[src/rtl/display_pkg.sv]
// Shared constants, converter state encoding and the double-dabble step
// used by the thermostat temperature display stage.
package display_pkg;

  localparam logic [6:0] SEG_BLANK = 7'b0000000;
  localparam logic [6:0] SEG_DASH  = 7'b0000001;

  localparam int BIN_W      = 16;
  localparam int BCD_W      = 20;
  localparam int ITER_COUNT = 16;

  typedef enum logic [1:0] {
    IDLE,
    CONVERT,
    DONE
  } conv_state_t;

  // One double-dabble iteration: add 3 to every BCD nibble >= 5, then shift.
  function automatic logic [BIN_W+BCD_W-1:0] dabble_step(input logic [BIN_W+BCD_W-1:0] w);
    logic [BIN_W+BCD_W-1:0] t;
    t = w;
    for (int i = 0; i < BCD_W / 4; i++) begin
      if (t[BIN_W + 4*i +: 4] >= 4'd5) t[BIN_W + 4*i +: 4] = t[BIN_W + 4*i +: 4] + 4'd3;
    end
    return {t[BIN_W+BCD_W-2:0], 1'b0};
  endfunction

endpackage

[src/rtl/bcd_converter_seq.sv]
// Sequential 16-bit binary to 5-digit BCD converter, one double-dabble
// iteration per clock; a start in any state restarts from fresh data.
module bcd_converter_seq
  import display_pkg::*;
(
  input  logic             clock,
  input  logic             reset,
  input  logic             start,
  input  logic [BIN_W-1:0] bin,
  output logic             busy,
  output logic             done,
  output logic [BCD_W-1:0] bcd
);

  conv_state_t              state, state_next;
  logic [BIN_W+BCD_W-1:0]   work;
  logic [3:0]               iter;

  // NOTE: sequential state uses non-blocking assignments so every register
  // samples pre-edge values regardless of statement order.
  always_ff @(posedge clock or posedge reset) begin
    if (reset) begin
      state <= IDLE;
      work  <= '0;
      iter  <= '0;
    end else begin
      state <= state_next;
      if (start) begin
        work <= {{BCD_W{1'b0}}, bin};
        iter <= '0;
      end else if (state == CONVERT) begin
        work <= dabble_step(work);
        iter <= iter + 4'd1;
      end
    end
  end

  // NOTE: next-state gets its default first so no path leaves it unassigned
  // (which would infer a latch).
  always_comb begin
    state_next = state;
    case (state)
      IDLE:    if (start) state_next = CONVERT;
      CONVERT: begin
        if (start)                                state_next = CONVERT;
        else if (iter == 4'(ITER_COUNT - 1))      state_next = DONE;
      end
      DONE:    state_next = start ? CONVERT : IDLE;
      default: state_next = IDLE;
    endcase
  end

  // A pending start counts as busy, so a DONE coinciding with a restart is dropped.
  assign busy = (state == CONVERT) || start;
  assign done = (state == DONE);
  assign bcd  = work[BIN_W+BCD_W-1:BIN_W];

endmodule

[src/rtl/seven_segment_decode_decimal.sv]
// Decimal digit to {a,b,c,d,e,f,g} active-high segment pattern; non-decimal
// codes produce a blank digit.
module seven_segment_decode_decimal (
  input  logic [3:0] digit,
  output logic [6:0] abcdefg
);

  always_comb begin
    case (digit)
      4'd0:    abcdefg = 7'b1111110;
      4'd1:    abcdefg = 7'b0110000;
      4'd2:    abcdefg = 7'b1101101;
      4'd3:    abcdefg = 7'b1111001;
      4'd4:    abcdefg = 7'b0110011;
      4'd5:    abcdefg = 7'b1011011;
      4'd6:    abcdefg = 7'b1011111;
      4'd7:    abcdefg = 7'b1110000;
      4'd8:    abcdefg = 7'b1111111;
      4'd9:    abcdefg = 7'b1111011;
      default: abcdefg = 7'b0000000;
    endcase
  end

endmodule

[src/rtl/temp_display_driver.sv]
// Captures decoded thermostat frames, converts the selected temperature to
// BCD and drives a multiplexed 4-digit common-cathode seven-segment display.
module temp_display_driver
  import display_pkg::*;
#(
  parameter int REFRESH_BITS = 12
) (
  input  logic        clock,
  input  logic        reset,
  input  logic        frame_done,
  input  logic [15:0] room_temp,
  input  logic [15:0] set_temp,
  input  logic        show_set,
  output logic [6:0]  seg,
  output logic        dp,
  output logic [3:0]  digit_sel,
  output logic        have_data
);

  logic                    fd_meta, fd_sync, fd_prev;
  logic                    ss_meta, ss_sync, ss_sel;
  logic [15:0]             room_shadow, set_shadow;
  logic                    start_req;
  logic                    capture, sel_change, commit;
  logic                    conv_busy, conv_done;
  logic [BCD_W-1:0]        conv_bcd;
  logic [15:0]             disp_bcd;
  logic                    disp_dash;
  logic [REFRESH_BITS-1:0] refresh_cnt;
  logic [1:0]              digit_idx;
  logic [3:0]              cur_digit;
  logic [6:0]              dec_seg, seg_next;

  assign capture    = fd_sync & ~fd_prev;
  assign sel_change = ss_sync ^ ss_sel;
  assign commit     = conv_done & ~conv_busy;

  always_ff @(posedge clock or posedge reset) begin
    if (reset) begin
      {fd_meta, fd_sync, fd_prev} <= '0;
      {ss_meta, ss_sync, ss_sel}  <= '0;
      room_shadow <= '0;
      set_shadow  <= '0;
      start_req   <= 1'b0;
    end else begin
      {fd_meta, fd_sync, fd_prev} <= {frame_done, fd_meta, fd_sync};
      {ss_meta, ss_sync, ss_sel}  <= {show_set, ss_meta, ss_sync};
      if (capture) begin
        room_shadow <= room_temp;
        set_shadow  <= set_temp;
      end
      start_req <= capture | (sel_change & have_data);
    end
  end

  bcd_converter_seq u_conv (
    .clock (clock),
    .reset (reset),
    .start (start_req),
    .bin   (ss_sel ? set_shadow : room_shadow),
    .busy  (conv_busy),
    .done  (conv_done),
    .bcd   (conv_bcd)
  );

  // Display register: digits and overflow flag change together on commit.
  always_ff @(posedge clock or posedge reset) begin
    if (reset) begin
      disp_bcd  <= '0;
      disp_dash <= 1'b0;
      have_data <= 1'b0;
    end else if (commit) begin
      disp_bcd  <= conv_bcd[15:0];
      disp_dash <= (conv_bcd[19:16] != 4'd0);
      have_data <= 1'b1;
    end
  end

  always_ff @(posedge clock or posedge reset) begin
    if (reset) begin
      refresh_cnt <= '0;
      digit_idx   <= '0;
    end else begin
      refresh_cnt <= refresh_cnt + REFRESH_BITS'(1);
      if (&refresh_cnt) digit_idx <= digit_idx + 2'd1;
    end
  end

  assign cur_digit = disp_bcd[{digit_idx, 2'b00} +: 4];

  seven_segment_decode_decimal u_dec (
    .digit   (cur_digit),
    .abcdefg (dec_seg)
  );

  always_comb begin
    seg_next = dec_seg;
    if (!have_data || disp_dash)                 seg_next = SEG_DASH;
    else if (digit_idx == 2'd3 && cur_digit == 4'd0) seg_next = SEG_BLANK;
  end

  always_ff @(posedge clock or posedge reset) begin
    if (reset) begin
      seg       <= SEG_DASH;
      dp        <= 1'b0;
      digit_sel <= 4'b0001;
    end else begin
      seg       <= seg_next;
      dp        <= have_data && !disp_dash && (digit_idx == 2'd1);
      digit_sel <= 4'b0001 << digit_idx;
    end
  end

endmodule

[config.mk]
export PLATFORM = sky130hd
export DESIGN_NAME = temp_display_driver
export DESIGN_NICKNAME = d
export VERILOG_FILES = /design/src/rtl/display_pkg.sv /design/src/rtl/bcd_converter_seq.sv /design/src/rtl/seven_segment_decode_decimal.sv /design/src/rtl/temp_display_driver.sv
export SDC_FILE = /design/constraint.sdc
export NUM_CORES = 1
export LEC_CHECK = 0
export CAP_MARGIN = 20
export CORE_ASPECT_RATIO = 0.5
export CORE_MARGIN = 3
export CORE_UTILIZATION = 40
export CTS_CLUSTER_SIZE = 28
export DETAILED_ROUTE_END_ITERATION = 8
export SETUP_SLACK_MARGIN = 0.5
export SLEW_MARGIN = 10
export SYNTH_ARGS = -nofsm -noshare
export SYNTH_HDL_FRONTEND = slang
export SYNTH_SLANG_ARGS = --single-unit
export TNS_END_PERCENT = 50
[constraint.sdc]
create_clock -name clock -period 4.8 [get_ports clock]
set_clock_uncertainty 0.2 [all_clocks]
set_input_delay 0.48 -clock clock [delete_from_list [all_inputs] [get_ports clock]]
set_output_delay 0.48 -clock clock [all_outputs]
set_load 0.02 [all_outputs]
==> flow_summary.json <==
{
  "min_from": "fd_meta$_DFF_PP0_",
  "die_x_um": 174,
  "cts_tree": "built",
  "coreArea_um2": 13200,
  "arrival_ps": 2580,
  "synth_nets": 539,
  "placed_area_um2": 6310,
  "drt-total-wl_mm": 10.1,
  "r2r-start": "digit_idx[0]$_DFFE_PP0P_",
  "yosysTopAreaCell": "dfrtp_1",
  "async_reset_ff_frac": 1.00,
  "worst_slew_pin_slew_ps": 1050,
  "cts_max_path_buffers": 2,
  "cpPeakStageDelay_ps": 590,
  "p_leak_uw": 0.00305,
  "crit_type": "reg2reg",
  "syn_area_um2": 5640,
  "dp.final_hpwl_mm": 6.35,
  "synth-edff-count": 0,
  "grt_start_max_net_pins": 79,
  "ant_nets": 0,
  "wire_per_inst_um": 13.8,
  "gp_congestion": 0.754,
  "setup_violations": 0,
  "cts_resized": 0,
  "grt_setup_unrepaired": "no",
  "setup_tns_ps": 0,
  "fin_nets": 588,
  "fin_util": 0.518,
  "outcome": "completed",
  "synth_seq_cells": 125,
  "drc_errors": 0,
  "rows": 29,
  "seq_area_frac_synth": 0.555,
  "grt_pass1_wl_mm": 17.5,
  "cts.sinks": 125,
  "crit_slowest_cell": "mux4_2",
  "antenna_found_initial": 0,
  "synth_top_flop_cell": "dfrtp_1",
  "setup.worst_path.end_class": "flip-flop",
  "reg2reg_slack_ps": 2340,
  "io_buffer_count": 48,
  "die_area_um2": 15700,
  "ctsHoldBuffers": 0,
  "initialDrtViolationCount": 211,
  "cp_top_family": "multiplexers",
  "dpl_worst_slack_ps": 2330,
  "critPathRequiredTime_ps": 4910,
  "routed_via_density": 4.84,
  "timing.final.crit_share": 0.513,
  "grt_pass1_vias": 3494,
  "critPathBufInv": 1,
  "max_freq_ghz": 0.406,
  "synthCells": 481,
  "slew_viol_final": 0,
  "synth_warnings": 0,
  "cts_max_level": 4,
  "max_slew_margin": 0.301,
  "powerDensity_nw_per_um2": 442,
  "vias": 3530,
  "cp_cell_sequence": "mux4_2 -> inv_1 -> ha_1 -> a2111oi_0 -> or4b_1",
  "crit_path_start": "digit_idx[0]$_DFFE_PP0P_",
  "path_clk_slew_ps": 60,
  "layout-drive-gt1-share": 0.180,
  "stdcell_count": 729,
  "dr.pass1.iters": 6,
  "start_kind": "flip-flop",
  "synth_area_per_cell_um2": 11.7,
  "netlist.area_leader.share": 0.546,
  "initial_utilization": 0.427,
  "cts_made_buffers": 17,
  "hold_path.class": "reg2reg",
  "grt_usage": 0.137,
  "ys_top_cells_by_area": "dfrtp_1 55%, mux2_2 10%, ha_1 4.9%",
  "pin_count": 49,
  "max_cap_violations": 0,
  "grt_remaining_overflow": 0,
  "ir_drop_mv": 0.275,
  "dp.cells": 697,
  "area_growth_pct": 21.3,
  "die_h_um": 90.0,
  "synth_cell_type_count": 34,
  "clk-insertion-delay-late_ps": 400,
  "min_period_ps": 2460,
  "cp_max_fo": 8,
  "finalWorstSetupSlack_ps": 2340,
  "postCtsSetupRepairBufs": 0,
  "diodes": 0,
  "fin_area_um2": 6840,
  "cts-root-buf": "clkbuf_16",
  "finalHoldViolations": 0
}
worst register-to-register path: stages (launching register included):
cell and delay [ps]:
dfrtp_1 570, mux4_2 590, inv_1 150, ha_1 260
a2111oi_0 110, or4b_1 490
layout make-up:
class,count,area [um^2]
repair buffers,54,526
fillers,1195,6360
clock inverters,11,70.1
well taps,186,233
multi-input cells,315,2360
inverters,17,66.3
clock buffers,21,460
flip-flops and latches,125,3130
power by group:
part | total [uW] | switching, uW | leakage (uW) | internal (uW)
Clock | 1150 | 464 | 0.000258 | 682
Sequential | 1350 | 140 | 0.00158 | 1210
Combinational | 526 | 259 | 0.00121 | 267
Yosys cell counts, types with 2 or more instances:
master / instances
a31oi_1: 2
xor2_1: 11
dfstp_2: 2
xnor2_1: 12
a21oi_1: 49
mux2_2: 50
inv_1: 17
o21ai_0: 16
dfrtp_1: 123
buf_1: 4
nand3_1: 10
a211oi_1: 17
nand4_1: 5
nand2b_1: 7
buf_2: 2
mux2i_1: 20
ha_1: 22
and2_1: 19
nand2_1: 29
clkbuf_1: 17
nor3b_1: 2
nor2_1: 23
nor2b_1: 4
nor3_1: 6
mux4_2: 3
cells by family after synthesis:
| kind of cell | Yosys count | synth area share |
|---|---|---|
| buffers and inverters | 41 | 0.0291 |
| xor gates and xnor gates | 23 | 0.0357 |
| DFF | 125 | 0.555 |
| AOI/OAI and AO/OA | 88 | 0.0878 |
| and+or+nand+nor | 109 | 0.0965 |
| adders and majority gates | 22 | 0.0488 |
| muxes | 73 | 0.147 |
metal layers:
layer,GRT usage,vias up,wire (um)
li1,-,1771,-
met1,0.202,1687,5520
met2,0.191,63,4080
met3,0.0362,9,357
met4,0.0561,0,114
met5,0,-,0
state kept, by name, indices dropped and copies added, names as in the netlist, 2 cells and up:
signal	cells
digit_idx	2
digit_sel	4
disp_bcd	16
refresh_cnt	12
room_shadow	16
seg	7
set_shadow	16
u_conv.iter	4
u_conv.state	2
u_conv.work	36
cells in the final DEF (no fill, tap or decap), drive strengths merged, types with 17 or more instances in the layout:
| master | n |
|---|---|
| o21ai | 17 |
| clkbuf | 21 |
| and2 | 19 |
| a211oi | 17 |
| inv | 17 |
| ha | 22 |
| dfrtp | 123 |
| nor2 | 23 |
| mux2i | 20 |
| nand2 | 29 |
| clkdlybuf4s50 | 48 |
| a21oi | 49 |
| mux2 | 50 |
path summary, 6_finish.rpt:
path,to,cells past startpoint
max,seg[0]$_DFF_PP1_,5
min,fd_sync$_DFF_PP0_,0
max reg2reg,seg[0]$_DFF_PP1_,5
min reg2reg,fd_sync$_DFF_PP0_,0
max in group asynchronous,disp_bcd[14]$_DFFE_PP0P_,3
min in group asynchronous,refresh_cnt[1]$_DFF_PP0_,2
per-stage QoR:
stage               power (uW)  hold slack [ps]
floorplan                 1750              131
global placement          1890              133
detailed placement        1900              135
CTS                       3060              148
global route              3220              150
finish                    3030              146
(Power assumes the default switching activity.)
